<file path="src/rtl/common_types_pkg.sv">
// Shared types for the memory arbiter: word type, FSM states, grant ids
// and the captured request record.
package common_types_pkg;

  typedef logic [31:0] word_t;
  typedef logic [1:0]  size_t;

  localparam size_t SZ_NONE = 2'b00;

  typedef enum logic [1:0] {IDLE, BUSY, RELEASE} arb_state_t;
  typedef enum logic       {GNT_I, GNT_D}        gnt_t;

  // Request as latched at grant time; drives the controller for the whole transaction.
  typedef struct packed {
    logic  rd;
    size_t wr;
    word_t addr;
    word_t store;
    gnt_t  gnt;
  } mem_req_t;

endpackage

</file>
<file path="src/rtl/mem_arbiter_if.sv">
// Bus bundle between the fetch/data requesters, the arbiter and axi_controller.
// slave = arbiter view, master = requesters plus controller view.
interface mem_arbiter_if;
  import common_types_pkg::*;

  logic  i_read;
  word_t i_addr;
  logic  i_ready;
  word_t i_load;

  logic  d_read;
  size_t d_write;
  word_t d_addr;
  word_t d_store;
  logic  d_ready;
  word_t d_load;

  logic  m_read;
  size_t m_write;
  word_t m_addr;
  word_t m_store;
  logic  m_done;
  logic  m_ready;
  word_t m_load;

  modport slave (
    input  i_read, i_addr, d_read, d_write, d_addr, d_store, m_ready, m_load,
    output i_ready, i_load, d_ready, d_load, m_read, m_write, m_addr, m_store, m_done
  );

  modport master (
    output i_read, i_addr, d_read, d_write, d_addr, d_store, m_ready, m_load,
    input  i_ready, i_load, d_ready, d_load, m_read, m_write, m_addr, m_store, m_done
  );

endinterface

</file>
<file path="src/rtl/mem_arbiter.sv">
// Two-port (fetch / data) arbiter in front of a single memory controller.
// A winner is latched in IDLE, replayed to the controller in BUSY, and a
// one-cycle RELEASE gap lets requesters and controller settle.
module mem_arbiter
  import common_types_pkg::*;
#(
  parameter int DATA_PRIORITY = 0
) (
  input  logic         clk,
  input  logic         rst,
  mem_arbiter_if.slave bus
);

  arb_state_t state, state_nxt;
  mem_req_t   req, cap;
  gnt_t       last;

  logic pend_i, pend_d, grant, win_d;

  assign pend_i = bus.i_read;
  assign pend_d = bus.d_read | (bus.d_write != SZ_NONE);
  assign grant  = (state == IDLE) & (pend_i | pend_d);
  // Data wins if alone, if prioritised, or if fetch was served last.
  assign win_d  = pend_d & (~pend_i | (DATA_PRIORITY != 0) | (last == GNT_I));

  // Build the request record for the winner; a write masks a concurrent read.
  always_comb begin
    cap = '0;
    if (win_d) begin
      cap.rd    = (bus.d_write == SZ_NONE);
      cap.wr    = bus.d_write;
      cap.addr  = bus.d_addr;
      cap.store = bus.d_store;
      cap.gnt   = GNT_D;
    end else begin
      cap.rd    = 1'b1;
      cap.wr    = SZ_NONE;
      cap.addr  = bus.i_addr;
      cap.store = '0;
      cap.gnt   = GNT_I;
    end
  end

  // State register.
  always_ff @(posedge clk or posedge rst) begin
    if (rst) state <= IDLE;
    else     state <= state_nxt;
  end

  // Request capture and last-granted pointer, updated only on a grant.
  always_ff @(posedge clk or posedge rst) begin
    if (rst) begin
      req  <= '0;
      last <= GNT_I;
    end else if (grant) begin
      req  <= cap;
      last <= cap.gnt;
    end
  end

  // Next state and outputs; controller side is driven only from the latched request.
  always_comb begin
    state_nxt   = state;
    bus.m_read  = 1'b0;
    bus.m_write = SZ_NONE;
    bus.m_addr  = '0;
    bus.m_store = '0;
    bus.m_done  = 1'b0;
    bus.i_ready = 1'b0;
    bus.i_load  = '0;
    bus.d_ready = 1'b0;
    bus.d_load  = '0;
    case (state)
      IDLE: if (grant) state_nxt = BUSY;
      BUSY: begin
        bus.m_read  = req.rd;
        bus.m_write = req.wr;
        bus.m_addr  = req.addr;
        bus.m_store = req.store;
        if (bus.m_ready) begin
          bus.m_done = 1'b1;
          if (req.gnt == GNT_D) begin
            bus.d_ready = 1'b1;
            bus.d_load  = bus.m_load;
          end else begin
            bus.i_ready = 1'b1;
            bus.i_load  = bus.m_load;
          end
          state_nxt = RELEASE;
        end
      end
      RELEASE: state_nxt = IDLE;
      default: state_nxt = IDLE;
    endcase
  end

endmodule

</file>
<file path="src/flat_wrapper.sv">
// flat-port wrapper written by rule: the top's interface ports become plain ports
module mem_arbiter_flat import common_types_pkg::*;
#(
  parameter int DATA_PRIORITY = 0
)
  (clk, rst, bus_i_read, bus_i_addr, bus_d_read, bus_d_write, bus_d_addr, bus_d_store, bus_m_ready, bus_m_load, bus_i_ready, bus_i_load, bus_d_ready, bus_d_load, bus_m_read, bus_m_write, bus_m_addr, bus_m_store, bus_m_done);
  mem_arbiter_if bus_i ();
  input  logic clk;
  input  logic rst;
  input wire logic [$bits(bus_i.i_read)-1:0] bus_i_read;
  input wire logic [$bits(bus_i.i_addr)-1:0] bus_i_addr;
  input wire logic [$bits(bus_i.d_read)-1:0] bus_d_read;
  input wire logic [$bits(bus_i.d_write)-1:0] bus_d_write;
  input wire logic [$bits(bus_i.d_addr)-1:0] bus_d_addr;
  input wire logic [$bits(bus_i.d_store)-1:0] bus_d_store;
  input wire logic [$bits(bus_i.m_ready)-1:0] bus_m_ready;
  input wire logic [$bits(bus_i.m_load)-1:0] bus_m_load;
  output wire logic [$bits(bus_i.i_ready)-1:0] bus_i_ready;
  output wire logic [$bits(bus_i.i_load)-1:0] bus_i_load;
  output wire logic [$bits(bus_i.d_ready)-1:0] bus_d_ready;
  output wire logic [$bits(bus_i.d_load)-1:0] bus_d_load;
  output wire logic [$bits(bus_i.m_read)-1:0] bus_m_read;
  output wire logic [$bits(bus_i.m_write)-1:0] bus_m_write;
  output wire logic [$bits(bus_i.m_addr)-1:0] bus_m_addr;
  output wire logic [$bits(bus_i.m_store)-1:0] bus_m_store;
  output wire logic [$bits(bus_i.m_done)-1:0] bus_m_done;
  assign bus_i.i_read = bus_i_read;
  assign bus_i.i_addr = bus_i_addr;
  assign bus_i.d_read = bus_d_read;
  assign bus_i.d_write = bus_d_write;
  assign bus_i.d_addr = bus_d_addr;
  assign bus_i.d_store = bus_d_store;
  assign bus_i.m_ready = bus_m_ready;
  assign bus_i.m_load = bus_m_load;
  assign bus_i_ready = bus_i.i_ready;
  assign bus_i_load = bus_i.i_load;
  assign bus_d_ready = bus_i.d_ready;
  assign bus_d_load = bus_i.d_load;
  assign bus_m_read = bus_i.m_read;
  assign bus_m_write = bus_i.m_write;
  assign bus_m_addr = bus_i.m_addr;
  assign bus_m_store = bus_i.m_store;
  assign bus_m_done = bus_i.m_done;
  mem_arbiter #(.DATA_PRIORITY(DATA_PRIORITY)) u_core (.clk(clk), .rst(rst), .bus(bus_i));
endmodule
</file>
<file path="config.mk">
export PLATFORM = sky130hd
export DESIGN_NAME = mem_arbiter_flat
export DESIGN_NICKNAME = d
export VERILOG_FILES = /design/src/rtl/common_types_pkg.sv /design/src/rtl/mem_arbiter_if.sv /design/src/rtl/mem_arbiter.sv /design/src/flat_wrapper.sv
export SDC_FILE = /design/constraint.sdc
export NUM_CORES = 1
export LEC_CHECK = 0
export ABC_AREA = 1
export CORE_UTILIZATION = 40
export DETAILED_ROUTE_END_ITERATION = 10
export MAX_ROUTING_LAYER = met4
export PLACE_DENSITY = 0.9
export SYNTH_ARGS = -nofsm -noshare
export SYNTH_HDL_FRONTEND = slang
export SYNTH_SLANG_ARGS = --single-unit
</file>
<file path="constraint.sdc">
create_clock -name clk -period 4.3 [get_ports clk]
set_input_delay 0.86 -clock clk [delete_from_list [all_inputs] [get_ports clk]]
set_output_delay 0.86 -clock clk [all_outputs]
set_load 0.02 [all_outputs]
</file>
==> qor.yml <==
dpl.cell_count: 1035
min_path_type: "reg -> reg"
fmax_ghz: 0.2871
drcViolationCount: 0
synth-compound-area-share: 0.003582
drt-total-wl_um: 13370
crit_path_end_kind: "output pin"
die-height_um: 104.4
start_util: 0.4097
crit_arrival_ns: 2.62
drt-initial-drc-count: 303
tightest_slew_ns: 1.048
start_kind: "input pin"
setup_viol: 0
row_count: 37
postSynthCellCount: 658
root_buffer: "clkbuf_8"
cts_max_path_buffers: 2
synth_top_family_by_area: "simple AND/OR/NAND/NOR gates"
synth_mux_area_frac: 0
status: "complete, no violations"
synth.cell_area_mm2: 0.004192
finalSetupTns_ns: 0
syn-num-nets: 793
pwr_density_cell_mw_per_mm2: 565.4
avgSynthCellArea_um2: 6.370
crit_fanout: 33
synth.distinct_cells: 15
yosysWarnings: 0
firstDrtPassIters: 4
grt.total_usage: 0.2580
wire_per_inst_um: 12.75
drv_slew: 0
numPortBuffers: 268
diodes: 0
die_area_mm2: 0.01089
ctsHoldBuffers: 0
place_ws_ns: 0.8488
grt_max_degree: 70
synth_fa_ha_area_frac: 0
yosys.area_share.simple: 0.4119
yosysTopAreaCell: "dfrtp_1"
critPathKind: "in -> out"
antenna_found_initial: 0
synthXorXnorAreaFrac: 0
crit_chain: "clkdlybuf4s50_1, inv_1, nor2_4, nand2_1, buf_4, nor2_1, clkdlybuf4s50_1"
grt_first_pass_wirelength_um: 21880
synth_area_leaders: "dfrtp_1 (42%), nand2_1 (18%), inv_1 (12%)"
grt_pass1_vias: 4531
slew_headroom: 0.3002
drive_gt1_frac: 0.03176
ant_nets: 0
crit_path_max_incr_delay_ns: 0.61
worst_ep_required_time_ns: 3.44
fin_util: 0.6930
rsz0062_at_grt: "no"
die_w_um: 104.4
crit_path_top_delay_cell: "clkdlybuf4s50_1"
maxCapViolations: 0
cp_top_family: "buffers and inverters"
crit_top_cell: "clkdlybuf4s50_1"
final_net_count: 1045
vdd_drop_max_mv: 0.2977
ioPinCount: 269
synth_top_area_share: 0.4179
fin_crit_sh: 0.8099
hpwl_um: 9865
via_per_inst: 4.491
clock_sinks: 70
instances_no_fill: 1049
cts_resized: 0
fin_crit_ns: 3.483
cts_made_buffers: 9
area_growth_pct: 69.16
finalWeightedCongestion: 0.9221
yosysSeqAreaShare: 0.4179
clkLatencyLatePin_ns: 0.33
grt-ovfl-total: 0
ys_ff_latch: 70
setup_slack_ns: 0.8173
postCtsSetupBuffers: 0
clk_pin_slew_ns: 0.07
core_area_mm2: 0.01023
path_buf_inv: 4
hold_viol: 0
routed-via-count: 4711
cts.htree.levels: 3
leakage_nw: 3.623
hold_ws_ns: 0.4773
cts_tree: "done"
fin_skew_ns: 0.01019
[power breakdown]
group          leakage [nW]  internal, mW  total, mW  switching [mW]
registers             0.870         0.968       1.13           0.160
clock network        0.0821         0.218      0.444           0.226
logic                  2.67         0.996       2.44            1.44
[layout by cell type, fill, tap and decap left out, drive strengths merged]
cell | synthesis | final
dfrtp | 70 | 70
clkinv | 0 | 2
nand2 | 207 | 207
clkdlybuf4s50 | 0 | 268
nor2 | 137 | 137
o21ai | 3 | 3
nand3 | 33 | 33
nand3b | 32 | 32
clkbuf | 11 | 12
inv | 141 | 141
buf | 24 | 8
[Yosys cell counts]
library cell / number
buf_4: 3
nor2_2: 1
nand3b_1: 32
clkbuf_1: 11
dfrtp_1: 70
o21ai_0: 3
nor2_4: 2
inv_2: 2
nand2_4: 1
nand3_1: 33
nand2_1: 204
buf_2: 21
inv_1: 139
nor2_1: 134
nand2_2: 2
[final timing paths]
kind | from | to | slack [ns] | cells after the start
max | bus_m_ready | bus_i_load[29] | 0.82 | 7
min | u_core.req[34] | u_core.req[34] | 0.48 | 2
max reg2reg | u_core.req[0] | u_core.req[31] | 2.05 | 6
min reg2reg | u_core.req[34] | u_core.req[34] | 0.48 | 2
max in group asynchronous | rst | u_core.req[3] | 2.44 | 3
min in group asynchronous | rst | u_core.req[61] | 1.11 | 2
[cells by family (layout without fill, tap and decap cells)]
group,Yosys count,in the layout
buffers and inverters,176,431
AND/OR/NAND/NOR,409,409
flip-flops,70,70
AO/OA/AOI/OAI,3,3
[metal layers]
layer,share of wire,wire [um],vias to the layer above,GRT usage
met5,0,0,-,-
met4,0.023,312,0,0.08163
met3,0.063,845,22,0.04825
met2,0.52,6997,198,0.4669
met1,0.39,5215,2109,0.2842
li1,-,-,2382,-
[through the flow]
step           power [mW]  cell area [um^2]
4_1_cts             4.044              7091
3_5_place_dp        3.588              6935
6_report            4.009              7091
3_3_place_gp        3.530              6935
5_1_grt             4.326              7091
2_1_floorplan       2.569              4192
[tightest hold or removal path, delay by kind of cell, from the launching register on]
| kind | cells | cell delay, ns |
|---|---|---|
| DFF | 1 | 0.34 |
| and+or+nand+nor | 2 | 0.10 |
[final cells by class]
cell class                      instances  area, um^2
Multi-Input combinational cell        412        1742
Sequential cell                        70        1752
Clock buffer                           12       145.1
Timing Repair Buffer                  276        2743
Inverter                              141       529.3
Clock inverter                          2       10.01
Tap cell                              136       170.2
Fill cell                             866        3141
[registers in the layout, summed over array words and instances (netlist names)]
register      flops
u_core.req       68
u_core.state      2
No activity file was read; power rests on OpenSTA's default activity.
